==> src/rtl/alu_sequencer.sv <==
// Issue-side controller for a combinational ALU: accepts one instruction per
// three cycles, registers ALU operands from an 8-entry register file and writes back the result.
module alu_sequencer #(
    parameter int WIDTH = 32,
    parameter int NREGS = 8
) (
    input  logic             clk,
    input  logic             rst,
    input  logic             instr_valid,
    output logic             instr_ready,
    input  logic [11:0]      instr,
    input  logic             ld_en,
    input  logic [2:0]       ld_addr,
    input  logic [WIDTH-1:0] ld_data,
    input  logic [2:0]       rd_addr,
    output logic [WIDTH-1:0] rd_data,
    output logic [2:0]       alu_opcode,
    output logic [WIDTH-1:0] alu_a,
    output logic [WIDTH-1:0] alu_b,
    input  logic [WIDTH-1:0] alu_result,
    input  logic             alu_c_out,
    output logic             done,
    output logic             carry_flag,
    output logic             busy
);

    typedef enum logic [1:0] {
        IDLE  = 2'd0,
        ISSUE = 2'd1,
        WB    = 2'd2
    } state_t;

    state_t           state_q, state_d;
    logic [2:0]       rd_q, rd_d;
    logic [2:0]       opcode_q, opcode_d;
    logic [WIDTH-1:0] a_q, a_d;
    logic [WIDTH-1:0] b_q, b_d;
    logic [WIDTH-1:0] res_q, res_d;
    logic             c_q, c_d;
    logic             carry_q, carry_d;
    logic [WIDTH-1:0] regs_q [NREGS];
    logic [WIDTH-1:0] regs_d [NREGS];

    logic             handshake_s;
    logic [2:0]       instr_rd_s;
    logic [2:0]       instr_rs1_s;
    logic [2:0]       instr_rs2_s;
    logic [WIDTH-1:0] rs1_val_s;
    logic [WIDTH-1:0] rs2_val_s;

    assign instr_ready = (state_q == IDLE) && !rst;
    assign busy        = (state_q != IDLE);
    assign done        = (state_q == WB);
    assign handshake_s = instr_valid && instr_ready;
    assign instr_rd_s  = instr[8:6];
    assign instr_rs1_s = instr[5:3];
    assign instr_rs2_s = instr[2:0];
    assign rd_data     = regs_q[rd_addr];
    assign alu_opcode  = opcode_q;
    assign alu_a       = a_q;
    assign alu_b       = b_q;
    assign carry_flag  = carry_q;

    // Operand read with same-cycle load forwarding (loads only happen in IDLE).
    always_comb begin
        rs1_val_s = regs_q[instr_rs1_s];
        rs2_val_s = regs_q[instr_rs2_s];
        if (ld_en && (ld_addr == instr_rs1_s)) begin
            rs1_val_s = ld_data;
        end else begin
            rs1_val_s = regs_q[instr_rs1_s];
        end
        if (ld_en && (ld_addr == instr_rs2_s)) begin
            rs2_val_s = ld_data;
        end else begin
            rs2_val_s = regs_q[instr_rs2_s];
        end
    end

    // Next-state logic for the FSM, operand/result registers and register file.
    always_comb begin
        state_d  = state_q;
        rd_d     = rd_q;
        opcode_d = opcode_q;
        a_d      = a_q;
        b_d      = b_q;
        res_d    = res_q;
        c_d      = c_q;
        carry_d  = carry_q;
        regs_d   = regs_q;
        case (state_q)
            IDLE: begin
                if (ld_en) begin
                    regs_d[ld_addr] = ld_data;
                end else begin
                    regs_d = regs_q;
                end
                if (handshake_s) begin
                    state_d  = ISSUE;
                    rd_d     = instr_rd_s;
                    opcode_d = instr[11:9];
                    a_d      = rs1_val_s;
                    b_d      = rs2_val_s;
                end else begin
                    state_d = IDLE;
                end
            end
            ISSUE: begin
                state_d = WB;
                res_d   = alu_result;
                c_d     = alu_c_out;
            end
            WB: begin
                state_d      = IDLE;
                regs_d[rd_q] = res_q;
                carry_d      = c_q;
            end
            default: begin
                state_d = IDLE;
            end
        endcase
    end

    // State and datapath registers with synchronous reset.
    always_ff @(posedge clk) begin
        if (rst) begin
            state_q  <= IDLE;
            rd_q     <= 3'd0;
            opcode_q <= 3'd0;
            a_q      <= '0;
            b_q      <= '0;
            res_q    <= '0;
            c_q      <= 1'b0;
            carry_q  <= 1'b0;
            for (int i = 0; i < NREGS; i++) begin
                regs_q[i] <= '0;
            end
        end else begin
            state_q  <= state_d;
            rd_q     <= rd_d;
            opcode_q <= opcode_d;
            a_q      <= a_d;
            b_q      <= b_d;
            res_q    <= res_d;
            c_q      <= c_d;
            carry_q  <= carry_d;
            for (int i = 0; i < NREGS; i++) begin
                regs_q[i] <= regs_d[i];
            end
        end
    end

endmodule

==> config.mk <==
export PLATFORM = sky130hd
export DESIGN_NAME = alu_sequencer
export DESIGN_NICKNAME = d
export VERILOG_FILES = /design/src/rtl/alu_sequencer.sv
export SDC_FILE = /design/constraint.sdc
export NUM_CORES = 1
export LEC_CHECK = 0
export CAP_MARGIN = 20
export CORE_MARGIN = 5
export CORE_UTILIZATION = 40
export DETAILED_ROUTE_END_ITERATION = 12
export HOLD_SLACK_MARGIN = 0.12
export SLEW_MARGIN = 0
export SYNTH_ARGS = -nofsm -noshare
export SYNTH_HDL_FRONTEND = slang
export SYNTH_SLANG_ARGS = --single-unit
==> constraint.sdc <==
create_clock -name clk -period 2.3 [get_ports clk]
set_input_delay 0.23 -clock clk [delete_from_list [all_inputs] [get_ports clk]]
set_output_delay 0.23 -clock clk [all_outputs]
set_load 0.02 [all_outputs]
==> results.toml <==
[synthesis]
yosysTopAreaCell = "dfxtp_1"
synthArstFlopShare = 0
synth_ff_type = "dfxtp_1"
syn-cell-area_sq_um = 21300
synth_area_leaders = "dfxtp_1, mux4_2, a32oi_1"
synthTopCellsByCount = "dfxtp_1, nor2_1, a211oi_1, a32oi_1, mux4_2"
synth_edf_count = 0
synth_cell_types = 39
yosysMostFrequentCell = "dfxtp_1"
postSynthAreaPerCell_sq_um = 10.1
synth_cells = 2103
ys_seq_elements = 362
synth_seq_area_share = 0.341
syn_nets = 2190
synth_top_area_share = 0.341
synth_warnings = 0

[floorplanning]
die_x_um = 241
die_y_um = 241
ios = 190
rows = 84
die_area_sq_um = 57900
core_sq_um = 52700
start_util = 0.404

[layout]
nNetsFinal = 2216
syn2layout_area_growth_pct = 20.8
final_util = 0.488
drive_above_1_share = 0.217

[global_routing]
grt_overflow_total = 0
grt_pass1_wl_mm = 125
grt_pass1_vias = 18988
grt_max_degree = 182
groute.usage.overall = 0.283
antenna_found_initial = 2

[pwr]
p_int_uw = 12100
totalPowerFinal_uw = 16800
powerDensity_nw_per_um2 = 654
netSwitchingFraction = 0.281
pwr-share-clk = 0.426
seqPwrFrac = 0.407
pwr-share-comb = 0.167
ir_drop_uv = 631
p_sw_uw = 4720
leakage_uw = 0.00826

[route]
via_count = 19666
wirelength_mm = 85.2
drc = 0
postRouteAntennaNets = 0
wire_per_inst_um = 29.9
vias_per_cell = 6.90
drt_iter0_drc = 2726
firstDrtPassIters = 5

[worst_setup_path]
end_kind = "primary output"
worstSetupStartpointType = "flip-flop"
required_ps = 2070
crit_chain = "mux4_2 > mux2_2 > dlygate4sd2_1"
r2r_end = "regs_q[95]$_SDFFE_PP0P_"
arrival_ps = 2040
slowest_stage = "mux4_2"
cp_max_fo = 4
critical_path_class = "reg2out"
regToRegSetupSlack_ps = 250
worstReg2RegStart = "state_q[0]$_SDFF_PP0_"
reg2reg_depth = 5
max_stage_delay_ps = 470

[sta]
fin_hold_ws_ps = 203
final_hold_viol_count = 0
tns_ps = 0
rsz0062_at_grt = "false"
finClkSkew_ps = 18.7
drv_slew = 0
layout_min_cycle_time_ps = 2270
fmax_ghz = 0.441
finalSetupViolCount = 0
setup_slack_ps = 33.1
period_share = 0.986
slew_headroom = 0.378
worstMarginPinSlew_ps = 933

[placement]
port_buffers = 189
post-place-ws_ps = -16.4
gp_congestion = 0.898
dp_hpwl_mm = 53.6

[clock_network]
cts_max_level = 2
cts_made_buffers = 42
path_clk_slew_ps = 60
clock-sinks = 362
cts_max_path_buffers = 3
cts_tree = "yes"
cts_setup_buffers = 0
cts_root_buffer = "clkbuf_16"
worstSkewPairLatency_ps = 580

[flow_run]
drv_cap = 0

[hold_path]
holdCritPathClass = "in2reg"
hold_path_depth = 3
holdPathEnd = "res_q[24]$_SDFFE_PP0P_"
hold_path_startpoint = "alu_result[24]"

[status]
status = "finished, final reports clean"
-- cells in the final DEF (no fill, tap or decap), drive strengths merged, types with 5 or more instances in the layout --
master,n
a211oi,267
a21oi,49
a221o,49
a22o,8
a32oi,252
and2,33
and3b,6
buf,135
clkbuf,67
clkdlybuf4s50,145
dfxtp,362
dlygate4sd2,31
inv,5
mux2,32
mux2i,60
mux4,192
nand2,85
nor2,309
nor2b,5
nor3,19
nor3b,7
o21ai,6
xor2,6
-- routing by layer --
layer | routed length [um] | up-vias | global-route usage
met1 | 34500 | 9664 | 0.402
met5 | 6 | - | 0
li1 | - | 8413 | -
met2 | 37600 | 1350 | 0.429
met4 | 3340 | 2 | 0.109
met3 | 9670 | 237 | 0.0578
-- sequential cells by signal (all words and copies together), names as in the netlist --
| name | count |
|---|---|
| regs_q | 256 |
| alu_a | 32 |
| alu_b | 32 |
| res_q | 32 |
| alu_opcode | 3 |
| rd_q | 3 |
| state_q | 2 |
| c_q | 1 |
| carry_flag | 1 |
-- worst max-delay path: cells and delay by family, from the launching register on --
kind / cells / cell delay, ps
buf+inv: 1 / 340
flops: 1 / 340
mux: 2 / 790
-- logic make-up after synthesis --
| kind of cell | Yosys count | share of synthesized area |
|---|---|---|
| compound gates | 638 | 0.243 |
| simple gates | 475 | 0.0955 |
| flops | 362 | 0.341 |
| buf+inv | 338 | 0.0703 |
| mux | 284 | 0.248 |
| xor+xnor | 6 | 0.00247 |
-- power by group through the flow --
stage / sequential [uW] / combinational (uW) / clock (uW)
final: 6840 / 2810 / 7160
after global routing: 6870 / 2940 / 7460
after CTS: 6830 / 2770 / 7200
after detailed placement: 6960 / 2780 / 0
after global placement: 6950 / 2750 / 0
after floorplan: 6910 / 1620 / 0
-- timing repair --
item,CTS,global route
hold buffers,0,0
setup endpoints to repair,34,3
gates resized for setup,36,3
gates cloned,0,0
-- worst max-delay path by stage --
stage                                  start                endpoint  slack [ps]  depth (start not counted)
floorplan                                rst  alu_b[13]$_SDFFE_PP0P_         460                          8
global placement                  rd_addr[0]             rd_data[22]        -0.1                          5
detailed placement                rd_addr[0]             rd_data[22]         -20                          5
CTS                  regs_q[34]$_SDFFE_PP0P_              rd_data[2]           9                          3
global route        regs_q[145]$_SDFFE_PP0P_             rd_data[17]           4                          3
finish               regs_q[22]$_SDFFE_PP0P_             rd_data[22]          30                          3
-- stage by stage --
step | instance area, sq um | instances
after detailed placement | 24300 | 2773
final | 25700 | 2850
after CTS | 25700 | 2849
after global placement | 24300 | 2773
after global routing | 25700 | 2850
after floorplan | 21300 | 2103
-- layout make-up --
type                            count  area [sq um]
Antenna cell                        1          2.50
Clock buffer                       65          1300
Clock inverter                     11           163
Fill cell                        4732         27000
Inverter                            5          18.8
Multi-Input combinational cell   1403         12600
Sequential cell                   362          7250
Tap cell                          688           861
Timing Repair Buffer              315          3470
Power figures use the tool's default switching activity.
